--- src/rtl/uart_wb_pkg.sv ---
// Shared constants for the UART Wishbone bridge: register map, status/ctrl
// bit positions, peripheral register addresses and the peripheral FSM states.
package uart_wb_pkg;

    localparam logic [1:0] REG_DATA   = 2'b00;
    localparam logic [1:0] REG_STATUS = 2'b01;
    localparam logic [1:0] REG_CTRL   = 2'b10;

    localparam int ST_TX_FULL  = 0;
    localparam int ST_TX_EMPTY = 1;
    localparam int ST_RX_EMPTY = 2;
    localparam int ST_RX_FULL  = 3;
    localparam int ST_TX_OVF   = 4;
    localparam int ST_RX_READY = 5;
    localparam int ST_TX_BUSY  = 6;
    localparam int ST_TX_CNT   = 8;
    localparam int ST_RX_CNT   = 16;

    localparam int CTRL_CLR_OVF  = 0;
    localparam int CTRL_FLUSH_TX = 1;
    localparam int CTRL_FLUSH_RX = 2;

    localparam logic [1:0] P_DATA = 2'b00;
    localparam logic [1:0] P_STAT = 2'b01;

    typedef enum logic [2:0] {
        IDLE,
        RX_POP,
        RX_GAP,
        TX_LOAD,
        TX_ARM
    } bridge_state_t;

endpackage

--- src/rtl/uart_byte_fifo.sv ---
// 8-bit synchronous FIFO with push/pop/flush; pointers carry one extra wrap bit
// so full and empty are told apart by the pointer difference.
module uart_byte_fifo
    import uart_wb_pkg::*;
#(
    parameter int DEPTH = 8,
    localparam int AW = $clog2(DEPTH)
) (
    input  logic        i_clk,
    input  logic        i_rst_n,
    input  logic        i_push,
    input  logic [7:0]  i_data,
    input  logic        i_pop,
    input  logic        i_flush,
    output logic [7:0]  o_data,
    output logic        o_full,
    output logic        o_empty,
    output logic [AW:0] o_count
);

    logic [AW:0] r_wr_ptr;
    logic [AW:0] r_rd_ptr;
    logic [7:0]  r_mem [DEPTH];
    logic        w_do_push;
    logic        w_do_pop;

    assign o_count = r_wr_ptr - r_rd_ptr;
    assign o_empty = (o_count == '0);
    assign o_full  = (o_count == (AW + 1)'(DEPTH));
    assign o_data  = r_mem[r_rd_ptr[AW-1:0]];

    // A flush discards any same-cycle push or pop; a pop frees room for a push.
    assign w_do_pop  = i_pop & ~o_empty & ~i_flush;
    assign w_do_push = i_push & (~o_full | w_do_pop) & ~i_flush;

    always_ff @(posedge i_clk or negedge i_rst_n) begin
        if (!i_rst_n) begin
            r_wr_ptr <= '0;
            r_rd_ptr <= '0;
        end else if (i_flush) begin
            r_wr_ptr <= '0;
            r_rd_ptr <= '0;
        end else begin
            if (w_do_push) r_wr_ptr <= r_wr_ptr + 1'b1;
            if (w_do_pop)  r_rd_ptr <= r_rd_ptr + 1'b1;
        end
    end

    always_ff @(posedge i_clk) begin
        if (w_do_push) r_mem[r_wr_ptr[AW-1:0]] <= i_data;
    end

endmodule

--- src/rtl/uart_wb_bridge.sv ---
// Wishbone classic slave fronting the UART peripheral: TX/RX byte FIFOs plus a
// small FSM that moves bytes to and from the peripheral one access at a time.
module uart_wb_bridge
    import uart_wb_pkg::*;
#(
    parameter int TX_DEPTH    = 8,
    parameter int RX_DEPTH    = 8,
    parameter int ARM_TIMEOUT = 15
) (
    input  logic        clk,
    input  logic        rst_n,
    input  logic        wb_cyc_i,
    input  logic        wb_stb_i,
    input  logic        wb_we_i,
    input  logic [3:0]  wb_adr_i,
    input  logic [31:0] wb_dat_i,
    input  logic [3:0]  wb_sel_i,
    output logic [31:0] wb_dat_o,
    output logic        wb_ack_o,
    output logic [1:0]  p_addr_o,
    output logic [31:0] p_wdata_o,
    output logic        p_we_o,
    output logic        p_sel_o,
    input  logic [31:0] p_rdata_i
);

    localparam int TXW = $clog2(TX_DEPTH) + 1;
    localparam int RXW = $clog2(RX_DEPTH) + 1;
    localparam int TW  = $clog2(ARM_TIMEOUT + 1);

    bridge_state_t r_state, w_next;
    logic          r_ack;
    logic [31:0]   r_dat;
    logic          r_tx_ovf;
    logic [1:0]    r_stat_q;
    logic [TW-1:0] r_tmo;

    logic          w_req, w_wr, w_rd, w_ctrl;
    logic [1:0]    w_reg;
    logic          w_flush_tx, w_flush_rx, w_clr_ovf, w_ovf_set;
    logic          w_cpu_push, w_cpu_pop, w_fsm_pop, w_fsm_push;
    logic [1:0]    w_stat_live;
    logic          w_rx_ready, w_tx_active, w_tx_busy;
    logic [7:0]    w_tx_head, w_rx_head;
    logic          w_tx_full, w_tx_empty, w_rx_full, w_rx_empty;
    logic [TXW-1:0] w_tx_count;
    logic [RXW-1:0] w_rx_count;
    logic [31:0]   w_status, w_rdata;
    logic          w_unused;

    assign w_req  = wb_cyc_i & wb_stb_i & ~r_ack;
    assign w_reg  = wb_adr_i[3:2];
    assign w_wr   = w_req & wb_we_i;
    assign w_rd   = w_req & ~wb_we_i;
    assign w_ctrl = w_wr & (w_reg == REG_CTRL);

    assign w_flush_tx = w_ctrl & wb_dat_i[CTRL_FLUSH_TX];
    assign w_flush_rx = w_ctrl & wb_dat_i[CTRL_FLUSH_RX];
    assign w_clr_ovf  = w_ctrl & wb_dat_i[CTRL_CLR_OVF];
    assign w_cpu_push = w_wr & (w_reg == REG_DATA) & wb_sel_i[0];
    assign w_cpu_pop  = w_rd & (w_reg == REG_DATA) & ~w_rx_empty;
    assign w_fsm_pop  = (r_state == TX_LOAD);
    assign w_fsm_push = (r_state == RX_POP);
    // A write into a full FIFO survives only if the FSM drains a byte that cycle.
    assign w_ovf_set  = w_cpu_push & w_tx_full & ~w_fsm_pop;

    assign w_unused = ^{p_rdata_i[31:8], wb_dat_i[31:8], wb_adr_i[1:0], wb_sel_i[3:1]};

    uart_byte_fifo #(.DEPTH(TX_DEPTH)) u_tx_fifo (
        .i_clk(clk), .i_rst_n(rst_n), .i_push(w_cpu_push), .i_data(wb_dat_i[7:0]),
        .i_pop(w_fsm_pop), .i_flush(w_flush_tx), .o_data(w_tx_head),
        .o_full(w_tx_full), .o_empty(w_tx_empty), .o_count(w_tx_count)
    );

    uart_byte_fifo #(.DEPTH(RX_DEPTH)) u_rx_fifo (
        .i_clk(clk), .i_rst_n(rst_n), .i_push(w_fsm_push), .i_data(p_rdata_i[7:0]),
        .i_pop(w_cpu_pop), .i_flush(w_flush_rx), .o_data(w_rx_head),
        .o_full(w_rx_full), .o_empty(w_rx_empty), .o_count(w_rx_count)
    );

    // Peripheral status is only on p_rdata_i while the status address is driven;
    // the last sampled copy stands in during data-address cycles.
    assign w_stat_live = p_sel_o ? r_stat_q : p_rdata_i[1:0];
    assign w_rx_ready  = w_stat_live[1];
    assign w_tx_active = w_stat_live[0];
    assign w_tx_busy   = ~w_tx_empty | w_tx_active | (r_state != IDLE);

    assign p_sel_o   = (r_state == RX_POP) || (r_state == TX_LOAD);
    assign p_we_o    = (r_state == TX_LOAD);
    assign p_addr_o  = p_sel_o ? P_DATA : P_STAT;
    assign p_wdata_o = p_we_o ? {24'h0, w_tx_head} : 32'h0;

    always_comb begin
        w_status = '0;
        w_status[ST_TX_FULL]  = w_tx_full;
        w_status[ST_TX_EMPTY] = w_tx_empty;
        w_status[ST_RX_EMPTY] = w_rx_empty;
        w_status[ST_RX_FULL]  = w_rx_full;
        w_status[ST_TX_OVF]   = r_tx_ovf;
        w_status[ST_RX_READY] = w_rx_ready;
        w_status[ST_TX_BUSY]  = w_tx_busy;
        w_status[ST_TX_CNT +: 8] = 8'(w_tx_count);
        w_status[ST_RX_CNT +: 8] = 8'(w_rx_count);
    end

    always_comb begin
        w_rdata = '0;
        case (w_reg)
            REG_DATA:   if (!w_rx_empty) w_rdata = {23'h0, 1'b1, w_rx_head};
            REG_STATUS: w_rdata = w_status;
            default:    w_rdata = '0;
        endcase
    end

    always_comb begin
        w_next = r_state;
        case (r_state)
            IDLE: begin
                if (w_rx_ready && !w_rx_full)        w_next = RX_POP;
                else if (!w_tx_empty && !w_tx_active) w_next = TX_LOAD;
            end
            RX_POP:  w_next = RX_GAP;
            RX_GAP:  w_next = IDLE;
            TX_LOAD: w_next = TX_ARM;
            TX_ARM:  if (w_tx_active || r_tmo == TW'(ARM_TIMEOUT)) w_next = IDLE;
            default: w_next = IDLE;
        endcase
    end

    always_ff @(posedge clk or negedge rst_n) begin
        if (!rst_n) begin
            r_state  <= IDLE;
            r_tmo    <= '0;
            r_stat_q <= '0;
            r_ack    <= 1'b0;
            r_dat    <= '0;
            r_tx_ovf <= 1'b0;
        end else begin
            r_state  <= w_next;
            r_tmo    <= (r_state == TX_ARM) ? r_tmo + 1'b1 : '0;
            if (!p_sel_o) r_stat_q <= p_rdata_i[1:0];
            r_ack    <= w_req;
            r_dat    <= w_rd ? w_rdata : '0;
            if (w_ovf_set)      r_tx_ovf <= 1'b1;
            else if (w_clr_ovf) r_tx_ovf <= 1'b0;
        end
    end

    assign wb_ack_o = r_ack;
    assign wb_dat_o = r_dat;

endmodule

--- config.mk ---
export PLATFORM = sky130hd
export DESIGN_NAME = uart_wb_bridge
export DESIGN_NICKNAME = d
export VERILOG_FILES = /design/src/rtl/uart_wb_pkg.sv /design/src/rtl/uart_byte_fifo.sv /design/src/rtl/uart_wb_bridge.sv
export SDC_FILE = /design/constraint.sdc
export NUM_CORES = 1
export LEC_CHECK = 0
export BUFFER_PORTS_ARGS = -buffer_cell sky130_fd_sc_hd__buf_2
export CAP_MARGIN = 15
export CORE_MARGIN = 1.5
export CORE_UTILIZATION = 35
export CTS_CLUSTER_DIAMETER = 200
export DETAILED_ROUTE_END_ITERATION = 12
export PLACE_DENSITY_LB_ADDON = 0.08
export RECOVER_POWER = 50
export SLEW_MARGIN = 20
export SYNTH_ARGS = -nofsm -noshare
export SYNTH_HDL_FRONTEND = slang
export SYNTH_SLANG_ARGS = --single-unit
--- constraint.sdc ---
create_clock -name clk -period 5.9 [get_ports clk]
set_input_delay 0.885 -clock clk [delete_from_list [all_inputs] [get_ports clk]]
set_output_delay 0.885 -clock clk [all_outputs]
set_load 0.05 [all_outputs]
== Yosys cells after proc, flatten, opt, wreduce, memory -nomap -nowiden ==
Memory sizes are Yosys's and may differ from the RTL's.
Index checks and enable logic that the tools add are counted.

* Register bits after elaboration: 59
* Memory bits (writable): 128
* Input port bits: 77
* Output and inout bits: 69
* Memories kept: 2

* $add $sub $neg: 7
* Equal/unequal tests: 10
* Mux-type cells: 25
* Bitwise gates (word level): 35
* Reductions and logical operators: 18

{| class="wikitable"
|+ Memories
! name !! depth !! bits a word !! read ports !! clocked after memory_dff !! wr ports !! line !! text
|-
| u_rx_fifo.r_mem || 8 || 8 || 1 || 0 || 1 || uart_byte_fifo.sv:23 || <nowiki>logic [7:0] r_mem [DEPTH];</nowiki>
|-
| u_tx_fifo.r_mem || 8 || 8 || 1 || 0 || 1 || uart_byte_fifo.sv:23 ||
|}

{| class="wikitable"
|+ Operators with widths
! operator !! number
|-
| case mux 32 bit (2 select lines) || 1
|-
| 2-to-1 mux 4 bit || 9
|-
| 2-to-1 mux 32 bit || 1
|-
| AND 1 bit || 22
|-
| adder 4 x 1 -> 4 bit (second input constant) || 5
|-
| equality test 4 bit (second input constant) || 3
|-
| case mux 3 bit (4 select lines) || 1
|-
| nonzero test 2 bit || 5
|-
| 2-to-1 mux 3 bit || 3
|-
| 2-to-1 mux 9 bit || 1
|-
| inverter 1 bit || 9
|-
| logical NOT 4 bit || 2
|-
| 2-to-1 mux 8 bit || 1
|-
| subtractor 4 bit || 2
|-
| 2-to-1 mux 1 bit || 7
|-
| bitwise OR 1 bit || 4
|-
| equality test 3 x 1 -> 1 bit (second input constant) || 1
|-
| equality test 3 x 2 -> 1 bit (second input constant) || 1
|-
| equality test 3 bit (second input constant) || 1
|-
| logical NOT 1 bit || 3
|-
| logical NOT 3 bit || 1
|-
| != test 3 bit (second input constant) || 1
|-
| nonzero test 3 bit || 1
|-
| equality test 2 x 1 -> 1 bit (second input constant) || 1
|-
| 7 further kinds || 9
|}

== Logic depth before layout (Yosys ltp) ==
Gate-level depths: netlist (run 1).

* Word-level depth: 12
* Gate-level depth with buffers: 10
* Gate-level depth less buffers: 8

== By module ==
Synthesis (run 1) repeated with hierarchy kept, for this count alone.

* Cells, all modules: 516
* Area, all modules: 7591.0 um^2

{| class="wikitable"
|+ By module, submodules not included
! module !! times used !! cells an instance !! area each (um^2) !! sequential area each (um^2)
|-
| uart_byte_fifo || 2 || 184 || 3069.2 || 2122.0
|-
| uart_wb_bridge || 1 || 148 || 1452.6 || 675.6
|}

== Worst setup path before layout (run 1) ==
Ideal clock, no wire load.

* Path kind: register -> register
* From: reg u_rx_fifo.r_rd_ptr[1]
* To: mem u_rx_fifo.r_mem[0][0] (enable)
* Arrival: 3.048 ns
* Data required time: 5.502 ns
* Slack: 2.454 ns
* Stages on the path, launching flop included: 10
* Buffers on the path: 2
* Clock period less this slack: 3.446 ns
* Cell sequence: dfrtp_1 clkbuf_1 clkbuf_1 inv_1 ha_1 a21oi_1 nand3_1 nand3b_4 o21ai_0 nor4b_1

* Cells in the longest elaborated chain, start to end: 11
* Elaborated cells between the ends (all ways): 13
* Classes of those cells: add/sub: 1; eq/ne: 1; mux: 2; bitwise: 8; reduce/logical: 1

{| class="wikitable"
|+ Ends and longest elaborated chain
! what !! line !! text
|-
| start: declaration || uart_byte_fifo.sv:22 || <nowiki>logic [AW:0] r_rd_ptr;</nowiki>
|-
| start signal: assignment || uart_byte_fifo.sv:45 || <nowiki>if (w_do_pop) r_rd_ptr <= r_rd_ptr + 1'b1;</nowiki>
|-
| subtractor 4 bit * || uart_byte_fifo.sv:27 || <nowiki>assign o_count = r_wr_ptr - r_rd_ptr;</nowiki>
|-
| logical NOT 4 bit || uart_byte_fifo.sv:28 || <nowiki>assign o_empty = (o_count == '0);</nowiki>
|-
| inverter 1 bit || uart_byte_fifo.sv:33, uart_wb_bridge.sv:61 ||
|-
| AND 1 bit || uart_wb_bridge.sv:61 || <nowiki>assign w_cpu_pop = w_rd & (w_reg == REG_DATA) & ~w_rx_empty;</nowiki>
|-
| AND 1 bit (2 in a row) || uart_byte_fifo.sv:33 || <nowiki>assign w_do_pop = i_pop & ~o_empty & ~i_flush;</nowiki>
|-
| bitwise OR 1 bit * || uart_byte_fifo.sv:34 || <nowiki>assign w_do_push = i_push & (~o_full | w_do_pop) & ~i_flush;</nowiki>
|-
| AND 1 bit * (2 in a row) || uart_byte_fifo.sv:34 ||
|-
| 2-to-1 mux 1 bit * || uart_byte_fifo.sv:50 || <nowiki>if (w_do_push) r_mem[r_wr_ptr[AW-1:0]] <= i_data;</nowiki>
|-
| 2-to-1 mux 1 bit (not written as such) * || uart_byte_fifo.sv:50 ||
|-
| end: declaration || uart_byte_fifo.sv:23 ||
|}

Every way passes the cells marked *; elsewhere a longest branch is shown, timed or not.

== Worst setup path in the final report (run 1) ==
* From: reg u_rx_fifo.r_wr_ptr[0]
* To: mem u_rx_fifo.r_mem[0][6] (enable)

* Cells in the longest elaborated chain, start to end: 11
* Elaborated cells between the ends (all ways): 13
* Classes of those cells: add/sub: 1; eq/ne: 1; mux: 2; bitwise: 8; reduce/logical: 1

{| class="wikitable"
|+ Ends and longest elaborated chain
! what !! line !! text
|-
| start: declaration || uart_byte_fifo.sv:21 || <nowiki>logic [AW:0] r_wr_ptr;</nowiki>
|-
| start signal: assignment || uart_byte_fifo.sv:44 || <nowiki>if (w_do_push) r_wr_ptr <= r_wr_ptr + 1'b1;</nowiki>
|-
| subtractor 4 bit || uart_byte_fifo.sv:27 ||
|-
| logical NOT 4 bit || uart_byte_fifo.sv:28 ||
|-
| inverter 1 bit || uart_byte_fifo.sv:33, uart_wb_bridge.sv:61 ||
|-
| AND 1 bit || uart_wb_bridge.sv:61 ||
|-
| AND 1 bit (2 in a row) || uart_byte_fifo.sv:33 ||
|-
| bitwise OR 1 bit || uart_byte_fifo.sv:34 ||
|-
| AND 1 bit (2 in a row) || uart_byte_fifo.sv:34 ||
|-
| 2-to-1 mux 1 bit || uart_byte_fifo.sv:50 ||
|-
| 2-to-1 mux 1 bit (not written as such) || uart_byte_fifo.sv:50 ||
|}

Parallel ways exist; a longest one is shown, timed or not.

==> run metrics, run 1 <==
FP Rows 53; Max Cap Violations 1; Longest Clk Path Bufs 2; final design utilization 0.4121; antenna fix cells 0; Worst path max stage delay 0.84 ns; Distinct cells, synth 59; Pins Over Slew Limit 44; CTS tree built; top cell family by delay on the critical path simple AND/OR/NAND/NOR gates; Setup crit end kind flop; RSZ-0062 raised after global routing false; Critical Path RT 6.04 ns; Most used DFF post-synth edfxtp_1; total CTS buffers 17; Global Route Usage Sum 0.1558; clock latency at the later pin of the worst-skew pair 0.44 ns; die span in x 149.8 um; core area 21090 um2; CP bufs+invs 2; clock root buffer clkbuf_16; Fillers 1958; Ys Warns 0; WHS 0.4669 ns; Syn Area/Cell 15.23 um2; First-pass DRT Iterations 4; io pins 146; Num Clock Sinks 171; VDD IR max 201.1 uV; fin cells 850; Initial Utilization 0.3576; first-pass GRT wire length 25200 um; WL per Instance 19.07 um; Setup Skew 0.02221 ns; Final #Nets 652; number of port buffers 51; status finished with violations; Vias 4244; Post-DP HPWL 10850 um; vias in the first global route 4278; initial DRC count 143; routed vias/inst 4.993; crit path max-delay cell type nor4b_2; share of cells above drive strength 1 0.2313; Tightest Pin Transition 2.391 ns; Critical Path AT 3.67 ns; Hold Path Class flop to flop; full die area 22440 um2; violations in the final reports capacitance limit, slew limit; Rel. slew slack -0.5941; Post-CTS Hold Buffers 0; final hold vios 0; setup violators final 0; largest net degree at the start of global routing 44; # H-tree levels 4; fmax 283.7 MHz; Routability Congestion 0.7782; setup repair bufs after CTS 0; DRC viols 0; design area 8691 um2; fin crit share 0.5974; number of enable flip-flop cells after synthesis 128; final setup TNS 0 ns; post-cts sizing count 0; total grt overflow 0; synthesized area 7541 um2; Startpoint Class flop; Placed Instances 818; worst-path maximum fanout 7; antenna viol nets, final 0; crit path kind flop to flop; area of placed instances 8104 um2; CP Cell Sequence inv_1 > ha_1 > fa_1 > xor2_1 > nand3_1 > nand3b_4 > o21ai_0 > nor4b_2 > buf_4; Pwr Density 448.0 nW/um2; ys async rst share 0.2515; initial antenna violation count 0; internal reg-to-reg setup slack 2.38 ns; Synth-to-Final Area Change 15.25%; CTS clk-pin slew, worst paths 0.07 ns; cells after synthesis 495; LEAKAGE 3.258 nW; #FFs+latches synth 171; Routed WL 16210 um; fin crit period 3.525 ns; post-synthesis sequential area ratio 0.6524; Die Ht 149.8 um
[worst reg2reg max path, delay by kind of cell, from the launching register on]
| family | cells | cell delay (ns) |
|---|---|---|
| and+or+nand+nor | 3 | 1.27 |
| adders and majority gates | 2 | 0.67 |
| DFF | 1 | 0.48 |
| buffers and inverters | 2 | 0.40 |
| AOI/OAI and AO/OA | 1 | 0.25 |
| xor gates and xnor gates | 1 | 0.17 |
[state kept, by name, indices dropped and copies added (netlist names), 2 cells and up]
| register | count |
|---|---|
| u_tx_fifo.r_rd_ptr | 4 |
| r_state | 3 |
| u_rx_fifo.r_wr_ptr | 4 |
| u_rx_fifo.r_mem | 64 |
| u_rx_fifo.r_rd_ptr | 4 |
| wb_dat_o | 16 |
| u_tx_fifo.r_wr_ptr | 4 |
| u_tx_fifo.r_mem | 64 |
| r_tmo | 4 |
| r_stat_q | 2 |
[power by group]
part	internal (mW)	switching (mW)	total [mW]	leakage [nW]
logic	0.478	0.774	1.25	1.24
clock network	0.579	0.541	1.12	0.295
registers	1.41	0.113	1.52	1.72
total	2.47	1.43	3.89	3.26
[cell type report]
type / count / area [um2] / area share
Multi-Input combinational cell: 286 / 2392 / 0.2753
Inverter: 18 / 67.56 / 0.007774
Clock inverter: 15 / 187.7 / 0.02160
Clock buffer: 17 / 425.4 / 0.04895
Timing Repair Buffer: 68 / 354.1 / 0.04074
Sequential cell: 171 / 4920 / 0.5661
Tap cell: 275 / 344.1 / 0.03959
[per-layer routing]
layer  up-vias  wire (um)  track usage  part of all wire
met5         -          0            0                 0
li1       1961          -            -                 -
met1      2172       7376       0.2031              0.46
met3        13        564      0.03079             0.035
met2        98       8040       0.2590              0.50
met4         0        226      0.05539             0.014
[Yosys cell counts (2+ instances only)]
cell type,n,share of area
nand3_1,12,0.0080
clkbuf_1,11,0.0055
mux2i_1,10,0.013
ha_1,11,0.018
dfrtp_1,43,0.14
xor2_1,5,0.0058
nand3b_1,5,0.0050
o211ai_1,3,0.0030
and2_1,2,0.0017
buf_2,7,0.0046
nor4_1,12,0.010
a31oi_1,2,0.0017
a21o_1,2,0.0020
fa_1,2,0.0053
a21oi_1,22,0.015
nand2b_1,5,0.0041
or3_1,3,0.0025
nand4_1,2,0.0017
nand2_1,33,0.016
a211oi_1,3,0.0030
a2111oi_0,3,0.0035
o22ai_1,3,0.0025
and3_1,5,0.0041
inv_1,16,0.0080
or4_1,3,0.0030
mux4_2,32,0.096
nor2_1,19,0.0095
a211o_1,2,0.0023
xnor2_1,4,0.0046
edfxtp_1,128,0.51
and3b_1,2,0.0023
buf_4,41,0.041
o21ai_0,8,0.0053
and4_1,2,0.0023
nor3_1,6,0.0040
a31o_2,3,0.0035
[path summary, 6_finish.rpt]
check / startpoint / to / depth (start not counted)
max: u_rx_fifo.r_wr_ptr[0] / u_rx_fifo.r_mem[0][6] / 9
min: r_tmo[0] / r_tmo[0] / 1
max reg2reg: u_rx_fifo.r_wr_ptr[0] / u_rx_fifo.r_mem[0][6] / 9
min reg2reg: r_tmo[0] / r_tmo[0] / 1
max in group asynchronous: rst_n / u_tx_fifo.r_wr_ptr[3] / 1
min in group asynchronous: rst_n / r_tmo[3] / 1
[through the flow]
step	worst slack, ns	total power, mW
after floorplan	2.454	2.490
after global placement	2.318	2.802
after CTS	2.319	3.949
after global routing	2.121	4.114
final	2.375	3.894
after detailed placement	2.309	2.818
[cells by family after synthesis]
logic type,Yosys count,synth area share
multiplexers,44,0.1123
other,1,0.0004973
buffers and inverters,78,0.06039
XOR/XNOR,9,0.01045
adder cells (fa/ha/maj),13,0.02356
AND/OR/NAND/NOR,118,0.08611
AO/OA/AOI/OAI,61,0.05426
flip-flops,171,0.6524
[cell usage in the layout (no fill, tap or decap), drive strengths merged, types with 6 or more instances in the layout]
| cell type | n |
|---|---|
| clkinv | 7 |
| dfrtp | 43 |
| o21ai | 10 |
| edfxtp | 128 |
| nand3b | 6 |
| conb | 41 |
| nor3 | 6 |
| mux4 | 32 |
| mux2i | 10 |
| nor2 | 19 |
| nand3 | 12 |
| nor4 | 13 |
| a21oi | 22 |
| ha | 11 |
| buf | 45 |
| clkbuf | 40 |
| inv | 25 |
| nand2 | 33 |
(Power assumes the default switching activity.)
==> run 2, diff against run 1 <==
Settings changed: ABC_AREA set to 1.
Clock period 5.9 ns to 3.6 ns, I/O delays scaled along.
==> run 2 against run 1 <==
  * The run now ends clean
  * Highest routed layer is now met5
  * Largest cell class unchanged
  * Worst setup slack worse by 1.7 ns
  * Flip-flop and latch count stayed put
  * Global-route usage is 1.8 points higher
  * Critical endpoint is now p_wdata_o[4]
  * Combinational power is 80% higher
  * Largest power group unchanged
  * Critical path depth is 2 lower
  * Clock skew is 0.0046 ns lower
  * Die area is 0.18% higher
  * Sequential share of layout area is 0.19 points lower
  * Hold slack worse by 0.17 ns
  * Utilization is 0.14 points higher
  * Synthesized area is 0.18% higher
  * Power is 69% higher
==> run metrics, run 2 <==
status complete, no violations; full die area 22480 um2; VDD IR max 340.1 uV; FP Rows 53; First-pass DRT Iterations 4; Die Ht 149.9 um; # H-tree levels 4; core area 21090 um2; synthesized area 7555 um2; crit path kind flop to output port; fin crit share 0.8076; Ys Warns 0; Worst path max stage delay 0.46 ns; Longest Clk Path Bufs 2; fmax 343.9 MHz; top cell family by delay on the critical path buffers and inverters; Critical Path RT 3.06 ns; Max Cap Violations 0; worst-path maximum fanout 19; Final #Nets 837; commonest cells after routing, fill and taps aside edfxtp_1, nor2_1, o21ai_0; Critical Path AT 2.37 ns; Tightest Pin Transition 1.416 ns; RSZ-0062 raised after global routing false; Routability Congestion 0.7742; Vias 5028; Num Clock Sinks 171; Distinct cells, synth 37; first-pass GRT wire length 28480 um; initial antenna violation count 1; crit path launch u_tx_fifo.r_rd_ptr[0]; fin crit period 2.908 ns; initial DRC count 283; ys async rst share 0.2515; Pins Over Slew Limit 0; Power, Total 6.568 mW; share of cells above drive strength 1 0.1605; Placed Instances 1003; Routed WL 18350 um; post-synthesis sequential area ratio 0.6512; final hold vios 0; Rel. slew slack 0.05615; total CTS buffers 17; CTS tree built; #FFs+latches synth 171; DRC viols 0; count leader, synth edfxtp_1; CP bufs+invs 3; R2R Path Start u_tx_fifo.r_wr_ptr[0]; io pins 146; vias in the first global route 4932; setup repair bufs after CTS 0; Post-DP HPWL 12180 um; Setup crit end kind output port; post-cts sizing count 0; Most used DFF post-synth edfxtp_1; share of Yosys cell area claimed by the top area cell type 0.5088; Startpoint Class flop; Hold Path Class primary input to async pin; commonest non-fill, non-tap cell in the layout edfxtp_1; number of enable flip-flop cells after synthesis 128; Post-CTS Hold Buffers 0; die span in x 149.9 um; clock latency at the later pin of the worst-skew pair 0.44 ns; clock root buffer clkbuf_16; cell taking the most area after synthesis edfxtp_1; CTS clk-pin slew, worst paths 0.07 ns; setup violators final 0; Pwr Density 753.2 nW/um2; fin cells 1035; total grt overflow 0; antenna viol nets, final 0; final design utilization 0.4136; cells after synthesis 668; LEAKAGE 3.478 nW; largest net degree at the start of global routing 36; Syn Area/Cell 11.31 um2; Initial Utilization 0.3583; Setup Skew 0.01761 ns; WHS 0.2962 ns; CP Cell Sequence inv_1 > buf_4 > nor2_1 > o22ai_1 > o21ai_0 > nor2_1 > buf_2; Global Route Usage Sum 0.1736; crit path max-delay cell type inv_1; routed vias/inst 4.858; WL per Instance 17.73 um; antenna fix cells 0; Worst path most repeated cell nor2_1; Synth-to-Final Area Change 15.44%; Fillers 2055; synth cell count leaders edfxtp_1, nor2_1, o21ai_0, nand2_1, dfrtp_1; number of port buffers 51; final setup TNS 0 ns; synth top area cells edfxtp_1, dfrtp_1, nor2_1
run 2: layout make-up:
class	count	area [um2]	area share
flip-flops and latches	171	4920	0.5641
clock buffers	17	425.4	0.04878
well taps	275	344.1	0.03945
inverters	37	138.9	0.01593
repair buffers	85	481.7	0.05524
multi-input cells	435	2217	0.2542
clock inverters	15	193.9	0.02224
run 2: path summary, 6_finish.rpt:
check	endpoint	slack, ns	cells after the start
worst min register to register	r_tmo[0]	0.49	1
worst min-delay path	u_rx_fifo.r_wr_ptr[1]	0.30	1
worst max-delay path	p_wdata_o[4]	0.69	7
max in group asynchronous	u_tx_fifo.r_wr_ptr[2]	1.44	2
worst max register to register	u_tx_fifo.r_mem[2][2]	0.86	13
min in group clk	u_rx_fifo.r_mem[4][7]	0.45	1
run 2: where the power goes:
group | switching (mW) | leakage (nW) | internal, mW | total (mW)
clock network | 0.878 | 0.300 | 1.01 | 1.89
registers | 0.129 | 1.73 | 2.31 | 2.43
logic | 1.58 | 1.45 | 0.667 | 2.25
total | 2.59 | 3.48 | 3.98 | 6.57
run 2: kinds of logic (layout without fill, tap and decap cells):
group,after synthesis,in the layout,synth area share
compound gates,130,130,0.09672
simple gates,239,239,0.1416
fa+ha+maj,13,13,0.02352
flops,171,171,0.6512
xor+xnor,12,12,0.01391
other cells,1,41,0.0004964
buf+inv,102,154,0.07254
run 2: worst reg2reg max path: stages (launching register included):
cell and delay [ns]:
dfrtp_1 0.40, inv_1 0.10, ha_1 0.22, fa_1 0.45, inv_1 0.07, nand2_1 0.07
nand2_1 0.06, nor2_1 0.05, nand3_1 0.18, nand3_1 0.17, nand2_2 0.17, nand3_2 0.13
nor2_1 0.20, buf_4 0.19
run 2: stage by stage:
step | area, um2 | setup WS [ns]
floorplan | 7705 | 0.6115
global placement | 8150 | 0.8519
detailed placement | 8150 | 0.8421
global route | 8721 | 0.5000
finish | 8721 | 0.6925
CTS | 8770 | 0.6410
run 2: metal layers:
metal	routed length (um)	vias up	global-route usage
met2	9328	116	0.2961
li1	-	2410	-
met5	9	-	0
met3	840	16	0.03689
met1	7931	2484	0.2172
met4	238	2	0.06127
